**src/rtl/uart_pkg.sv**
```systemverilog
// Shared UART definitions: receiver FSM state encoding and default line
// parameters, common to the receive buffer and the matching transmitter.
package uart_pkg;

    localparam int UART_N       = 7;    // data MSB index, byte width N+1
    localparam int UART_DVSR    = 163;  // 50 MHz / (16 x 19200)
    localparam int UART_SB_TICK = 16;   // oversampling ticks per stop bit

    // One-hot receiver states.
    typedef enum logic [3:0] {
        IDLE  = 4'b0001,
        START = 4'b0010,
        DATA  = 4'b0100,
        STOP  = 4'b1000
    } rx_state_t;

endpackage

```
**src/rtl/uart_rx_buffer_if.sv**
```systemverilog
// Link between the UART receive buffer and the operand/opcode sequencer.
// master: the receive buffer itself; slave: the sequencer that pops bytes.
interface uart_rx_buffer_if
    import uart_pkg::*;
#(
    parameter int N = UART_N
) ();

    logic         rx;
    logic         rd_uart;
    logic [N:0]   r_data;
    logic         full_rx;
    logic         empty_rx;
    logic         frame_err;
    logic         overrun;

    modport master (
        input  rx,
        input  rd_uart,
        output r_data,
        output full_rx,
        output empty_rx,
        output frame_err,
        output overrun
    );

    modport slave (
        output rx,
        output rd_uart,
        input  r_data,
        input  full_rx,
        input  empty_rx,
        input  frame_err,
        input  overrun
    );

endinterface

```
**src/rtl/rx_fifo.sv**
```systemverilog
// First-word-fall-through byte FIFO for received UART data. A push into a
// full FIFO is dropped (and flagged) unless a pop frees a slot that cycle.
module rx_fifo
    import uart_pkg::*;
#(
    parameter int N = UART_N,
    parameter int W = 2
) (
    input  logic         clk,
    input  logic         reset,
    input  logic         push,
    input  logic [N:0]   wr_data,
    input  logic         pop,
    output logic [N:0]   rd_data,
    output logic [W:0]   count_next,
    output logic         overrun
);

    localparam int         DEPTH    = 2 ** W;
    localparam logic [W:0] CNT_FULL = (W + 1)'(DEPTH);

    logic [N:0]   mem_r [DEPTH];
    logic [W-1:0] wr_ptr_r;
    logic [W-1:0] rd_ptr_r;
    logic [W:0]   count_r;
    logic         overrun_r;

    logic         pop_ok_s;
    logic         push_ok_s;
    logic [W:0]   count_next_s;

    // Accept/ignore decisions and the resulting occupancy.
    always_comb begin
        pop_ok_s     = pop && (count_r != '0);
        push_ok_s    = push && ((count_r != CNT_FULL) || pop_ok_s);
        count_next_s = count_r;
        if (push_ok_s && !pop_ok_s) begin
            count_next_s = count_r + (W + 1)'(1);
        end else if (pop_ok_s && !push_ok_s) begin
            count_next_s = count_r - (W + 1)'(1);
        end else begin
            count_next_s = count_r;
        end
    end

    // Pointer, occupancy and overrun bookkeeping.
    always_ff @(posedge clk) begin
        if (reset) begin
            wr_ptr_r  <= '0;
            rd_ptr_r  <= '0;
            count_r   <= '0;
            overrun_r <= 1'b0;
        end else begin
            if (push_ok_s) begin
                wr_ptr_r <= wr_ptr_r + W'(1);
            end
            if (pop_ok_s) begin
                rd_ptr_r <= rd_ptr_r + W'(1);
            end
            count_r   <= count_next_s;
            overrun_r <= push && !push_ok_s;
        end
    end

    // Storage; entries are only visible through rd_ptr while count is non-zero.
    always_ff @(posedge clk) begin
        if (push_ok_s) begin
            mem_r[wr_ptr_r] <= wr_data;
        end
    end

    assign rd_data    = (count_r == '0) ? '0 : mem_r[rd_ptr_r];
    assign count_next = count_next_s;
    assign overrun    = overrun_r;

endmodule

```
**src/rtl/uart_rx_buffer.sv**
```systemverilog
// UART receive front end: 16x oversampled 8N1 deserialiser with its own
// baud-tick divider, feeding a small FWFT FIFO read by the sequencer.
module uart_rx_buffer
    import uart_pkg::*;
#(
    parameter int N       = UART_N,
    parameter int DVSR    = UART_DVSR,
    parameter int SB_TICK = UART_SB_TICK,
    parameter int W       = 2,
    parameter int THRESH  = 3
) (
    input  logic                clk,
    input  logic                reset,
    uart_rx_buffer_if.master    bus
);

    localparam int            DW          = (DVSR > 1) ? $clog2(DVSR) : 1;
    localparam logic [DW-1:0] DIV_LAST    = DW'(DVSR - 1);
    localparam int            NW          = (N > 0) ? $clog2(N + 1) : 1;
    localparam logic [NW-1:0] N_LAST      = NW'(N);
    localparam logic [3:0]    S_START_MID = 4'd7;
    localparam logic [3:0]    S_BIT_LAST  = 4'd15;
    localparam logic [3:0]    S_STOP_LAST = 4'(SB_TICK - 1);
    localparam logic [W:0]    CNT_THRESH  = (W + 1)'(THRESH);

    logic [DW-1:0] div_r;
    logic          tick_s;

    rx_state_t     state_r;
    logic [3:0]    s_r;
    logic [NW-1:0] n_r;
    logic [N:0]    b_r;
    logic          push_r;
    logic          frame_err_r;

    logic [N:0]    fifo_rd_data_s;
    logic [W:0]    fifo_count_next_s;
    logic          fifo_overrun_s;
    logic          empty_r;
    logic          full_r;

    // Free-running oversampling divider.
    always_ff @(posedge clk) begin
        if (reset) begin
            div_r <= '0;
        end else if (div_r == DIV_LAST) begin
            div_r <= '0;
        end else begin
            div_r <= div_r + DW'(1);
        end
    end

    assign tick_s = (div_r == DIV_LAST);

    // Receiver: start detect, mid-bit sampling, stop check, push/error strobes.
    always_ff @(posedge clk) begin
        if (reset) begin
            state_r     <= IDLE;
            s_r         <= '0;
            n_r         <= '0;
            b_r         <= '0;
            push_r      <= 1'b0;
            frame_err_r <= 1'b0;
        end else begin
            push_r      <= 1'b0;
            frame_err_r <= 1'b0;
            case (state_r)
                IDLE: begin
                    // Start edge is taken on any clock, not only on a tick.
                    if (bus.rx == 1'b0) begin
                        state_r <= START;
                        s_r     <= '0;
                    end
                end
                START: begin
                    if (tick_s) begin
                        if (s_r == S_START_MID) begin
                            if (bus.rx == 1'b0) begin
                                state_r <= DATA;
                                s_r     <= '0;
                                n_r     <= '0;
                            end else begin
                                // Line went back high before mid-start: glitch.
                                state_r <= IDLE;
                            end
                        end else begin
                            s_r <= s_r + 4'd1;
                        end
                    end
                end
                DATA: begin
                    if (tick_s) begin
                        if (s_r == S_BIT_LAST) begin
                            b_r <= {bus.rx, b_r[N:1]};
                            s_r <= '0;
                            if (n_r == N_LAST) begin
                                state_r <= STOP;
                            end else begin
                                n_r <= n_r + NW'(1);
                            end
                        end else begin
                            s_r <= s_r + 4'd1;
                        end
                    end
                end
                STOP: begin
                    if (tick_s) begin
                        if (s_r == S_STOP_LAST) begin
                            if (bus.rx == 1'b1) begin
                                push_r <= 1'b1;
                            end else begin
                                frame_err_r <= 1'b1;
                            end
                            state_r <= IDLE;
                        end else begin
                            s_r <= s_r + 4'd1;
                        end
                    end
                end
                default: begin
                    state_r <= IDLE;
                    s_r     <= '0;
                    n_r     <= '0;
                end
            endcase
        end
    end

    rx_fifo #(
        .N (N),
        .W (W)
    ) u_rx_fifo (
        .clk        (clk),
        .reset      (reset),
        .push       (push_r),
        .wr_data    (b_r),
        .pop        (bus.rd_uart),
        .rd_data    (fifo_rd_data_s),
        .count_next (fifo_count_next_s),
        .overrun    (fifo_overrun_s)
    );

    // Occupancy flags, registered so they move on the same edge as the data.
    always_ff @(posedge clk) begin
        if (reset) begin
            empty_r <= 1'b1;
            full_r  <= 1'b0;
        end else begin
            empty_r <= (fifo_count_next_s == '0);
            full_r  <= (fifo_count_next_s >= CNT_THRESH);
        end
    end

    assign bus.r_data    = fifo_rd_data_s;
    assign bus.empty_rx  = empty_r;
    assign bus.full_rx   = full_r;
    assign bus.frame_err = frame_err_r;
    assign bus.overrun   = fifo_overrun_s;

endmodule

```
**src/flat_wrapper.sv**
```systemverilog
// flat-port wrapper written by rule: the top's interface ports become plain ports
module uart_rx_buffer_flat import uart_pkg::*;
#(
    parameter int N       = UART_N,
    parameter int DVSR    = UART_DVSR,
    parameter int SB_TICK = UART_SB_TICK,
    parameter int W       = 2,
    parameter int THRESH  = 3
)
  (clk, reset, bus_rx, bus_rd_uart, bus_r_data, bus_full_rx, bus_empty_rx, bus_frame_err, bus_overrun);
  uart_rx_buffer_if #(.N(N)) bus_i ();
  input  logic clk;
  input  logic reset;
  input wire logic [$bits(bus_i.rx)-1:0] bus_rx;
  input wire logic [$bits(bus_i.rd_uart)-1:0] bus_rd_uart;
  output wire logic [$bits(bus_i.r_data)-1:0] bus_r_data;
  output wire logic [$bits(bus_i.full_rx)-1:0] bus_full_rx;
  output wire logic [$bits(bus_i.empty_rx)-1:0] bus_empty_rx;
  output wire logic [$bits(bus_i.frame_err)-1:0] bus_frame_err;
  output wire logic [$bits(bus_i.overrun)-1:0] bus_overrun;
  assign bus_i.rx = bus_rx;
  assign bus_i.rd_uart = bus_rd_uart;
  assign bus_r_data = bus_i.r_data;
  assign bus_full_rx = bus_i.full_rx;
  assign bus_empty_rx = bus_i.empty_rx;
  assign bus_frame_err = bus_i.frame_err;
  assign bus_overrun = bus_i.overrun;
  uart_rx_buffer #(.N(N), .DVSR(DVSR), .SB_TICK(SB_TICK), .W(W), .THRESH(THRESH)) u_core (.clk(clk), .reset(reset), .bus(bus_i));
endmodule
```
**config.mk**
```make
export PLATFORM = sky130hd
export DESIGN_NAME = uart_rx_buffer_flat
export DESIGN_NICKNAME = d
export VERILOG_FILES = /design/src/rtl/uart_pkg.sv /design/src/rtl/uart_rx_buffer_if.sv /design/src/rtl/rx_fifo.sv /design/src/rtl/uart_rx_buffer.sv /design/src/flat_wrapper.sv
export SDC_FILE = /design/constraint.sdc
export NUM_CORES = 1
export LEC_CHECK = 0
export CAP_MARGIN = 30
export CORE_MARGIN = 2
export CORE_UTILIZATION = 40
export DETAILED_ROUTE_END_ITERATION = 7
export GPL_TIMING_DRIVEN = 0
export MAX_ROUTING_LAYER = met4
export PLACE_DENSITY_LB_ADDON = 0.2
export SLEW_MARGIN = 20
export SYNTH_ARGS = -nofsm -noshare
export SYNTH_HDL_FRONTEND = slang
export SYNTH_SLANG_ARGS = --single-unit
```
**constraint.sdc**
```tcl
create_clock -name clk -period 2.35 [get_ports clk]
set_input_delay 0.47 -clock clk [delete_from_list [all_inputs] [get_ports clk]]
set_output_delay 0.47 -clock clk [all_outputs]
set_load 0.02 [all_outputs]
```
==> results.cfg <==
[timing]
slew_headroom_pct = 48.9
fin_crit_ns = 2.29
finalSetupViolations = 0
hold_violations = 0
min_period_over_period_pct = 97.5
rsz0062_at_grt = yes
finClkSkew_ns = 0.00929
finalMaxSlewViolations = 0
tightest_slew_ns = 0.756
timing.fmax_ghz = 0.437
fin_ws_ns = 0.0593

[setup_path]
end_kind = flip-flop
reg2reg_depth = 6
critPathSlowestCell = or4_4
crit_fanout = 6
max_stage_delay_ns = 0.49
r2r-end = u_core.state_r[2]
crit_path_start_kind = flip-flop
crit_path_cell_trace = or3_4 > or4_4 > buf_6 > a31o_2 > a22oi_2 > mux2_4
required_ns = 2.58
crit_arrival_ns = 2.52
r2r-start = u_core.div_r[2]
r2r_slack_ns = 0.06
startpoint = u_core.div_r[2]
cp-endpoint = u_core.state_r[2]
worstSetupPathType = reg -> reg

[routing]
ant_nets = 0
via_count = 2387
drt-initial-drc-count = 104
drc = 0
drt_pre_antenna_iters = 4
avgViaCountPerCell = 5.30
wl_um = 6540
wl_per_cell_um = 14.5

[pwr]
p_leak_uw = 0.00136
irDropWorstVdd_mv = 0.507
p_total_uw = 3650
powerDensity_nw_per_um2 = 932

[floorplanning]
rows = 33
core_area_um2 = 8220
die_x_um = 96.2
initial_core_util_pct = 41.4
chipHeight_um = 96.2
die_area_um2 = 9260
io-pin-count = 16

[synthesis]
synthFlopType = dfxtp_1
post_synth.cell_area_avg_um2 = 10.7
ys_types = 48
synth_cells = 318
synthArstFlopShare_pct = 0
synth_warnings = 0
seq_area_frac_synth_pct = 52.4
netlist_area_um2 = 3400
syn_nets = 334
synth_edf_count = 32
synth_seq_cells = 73

[cells_and_area]
final_cells = 450
fillers = 768
multi_input_area_um2 = 1550
drive_above_1_share_pct = 16.8
areaGrowthSynthToFinish_pct = 15.0
nets = 356
fin_area_um2 = 3920
mostFrequentLayoutCell = dfxtp_1
diodes = 0
final_cell_mix = dfxtp_1 (35), edfxtp_1 (32), nand2_1 (30)
register_area_um2 = 1790

[clocking]
cts_sinks = 73
cts_tree = done
cts_max_level = 3
cts_root_buf = clkbuf_8
cts_buffer_depth = 2
clk_latency_ns = 0.34
clk_pin_slew_worst_paths_ns = 0.07
cts_buffers = 9

[global_route]
grt_antenna_before_repair = 0
grt_pass1_vias = 2247
grt_first_pass_wirelength_um = 10700
grt.total_usage_pct = 15.9
grt_max_degree = 14
grt.overflow.total = 0

[min_path]
hold_class = reg -> reg

[outcome]
run_status = finished clean

[placed_design]
hpwl_um = 4440
placed_area_um2 = 3670
gp_congestion = 0.866
place_ws_ns = -0.317
numPortBuffers = 13
dp_cells = 436

[flow_run]
cap_violations = 0
-- how the worst min path moves through the flow --
stage                     from         endpoint  slack [ns]  cells past startpoint
6_report         u_core.n_r[2]    u_core.n_r[2]        0.48                      2
3_5_place_dp   u_core.div_r[0]  u_core.div_r[0]        0.46                      1
2_1_floorplan  u_core.div_r[0]  u_core.div_r[0]        0.43                      1
4_1_cts        u_core.div_r[0]  u_core.div_r[0]        0.47                      1
5_1_grt          u_core.n_r[2]    u_core.n_r[2]        0.50                      2
3_3_place_gp   u_core.div_r[0]  u_core.div_r[0]        0.45                      1
-- flip-flops by register name (all words and copies together) (netlist names), named ones only --
name,count
u_core.u_rx_fifo.overrun,1
u_core.u_rx_fifo.rd_ptr_r,2
u_core.n_r,3
u_core.b_r,8
u_core.u_rx_fifo.count_r,3
u_core.state_r,4
u_core.bus.empty_rx,1
u_core.bus.full_rx,1
u_core.s_r,4
u_core.div_r,8
u_core.bus.frame_err,1
u_core.u_rx_fifo.wr_ptr_r,2
u_core.push_r,1
u_core.u_rx_fifo.mem_r,32
-- cells in the mapped netlist (all sizes together) (10+ instances only) --
| cell type | n | area [um2] |
|---|---|---|
| ha | 12 | 150 |
| clkbuf | 15 | 56.3 |
| a21oi | 18 | 90.1 |
| o21ai | 14 | 70.1 |
| inv | 10 | 37.5 |
| nor2 | 23 | 86.3 |
| nand2 | 31 | 116 |
| dfxtp | 41 | 821 |
| edfxtp | 32 | 961 |
| and2 | 11 | 68.8 |
-- stage by stage --
| step | hold slack, ns | util, % | TNS [ns] |
|---|---|---|---|
| 2_1_floorplan | 0.430 | - | 0 |
| 3_3_place_gp | 0.448 | 44.6 | -3.02 |
| 3_5_place_dp | 0.456 | 44.7 | -2.41 |
| 4_1_cts | 0.475 | 47.6 | 0 |
| 5_1_grt | 0.500 | 47.6 | -0.0212 |
| 6_report | 0.481 | 47.6 | 0 |
-- power by group --
| group | switching [uW] | total (uW) | internal (uW) |
|---|---|---|---|
| logic | 579 | 1060 | 485 |
| clock network | 449 | 1080 | 627 |
| registers | 110 | 1510 | 1400 |
-- cell families (layout without fill, tap and decap cells) --
kind of cell	Yosys count	count (layout)	synth area share (%)
compound gates	56	56	10.5
xor+xnor	11	11	2.83
fa+ha+maj	12	12	4.41
buf+inv	28	55	3.12
flops	73	73	52.4
mux	12	12	6.51
simple gates	126	126	20.3
-- routing by layer --
metal | track usage (%) | up-vias | routed length [um]
met5 | - | - | 0
met4 | 5.48 | 0 | 70
met3 | 4.78 | 6 | 274
met2 | 25.5 | 43 | 3230
met1 | 19.1 | 1139 | 2970
li1 | - | 1199 | -
-- critical path: cells and delay by family (launching register included) --
kind            cells  cell delay, ns
flops               1            0.34
compound gates      2            0.47
mux                 1            0.32
simple gates        2            0.91
buf+inv             1            0.15
-- layout make-up --
class	count	share of cell area, %
buffer	13	1.53
inverter	10	0.959
timing repair buffer	16	3.20
sequential	73	45.8
clock buffer	11	3.61
clock inverter	5	2.01
tap	105	3.36
multi-input combinational	217	39.6
-- timing repair --
item	4_1_cts	5_1_grt
hold buffers	0	0
buffers inserted	1	2
gates resized for setup	27	15
pin swaps	2	2
setup endpoints to repair	9	16
Note: power is estimated with default switching activity, not from simulation.
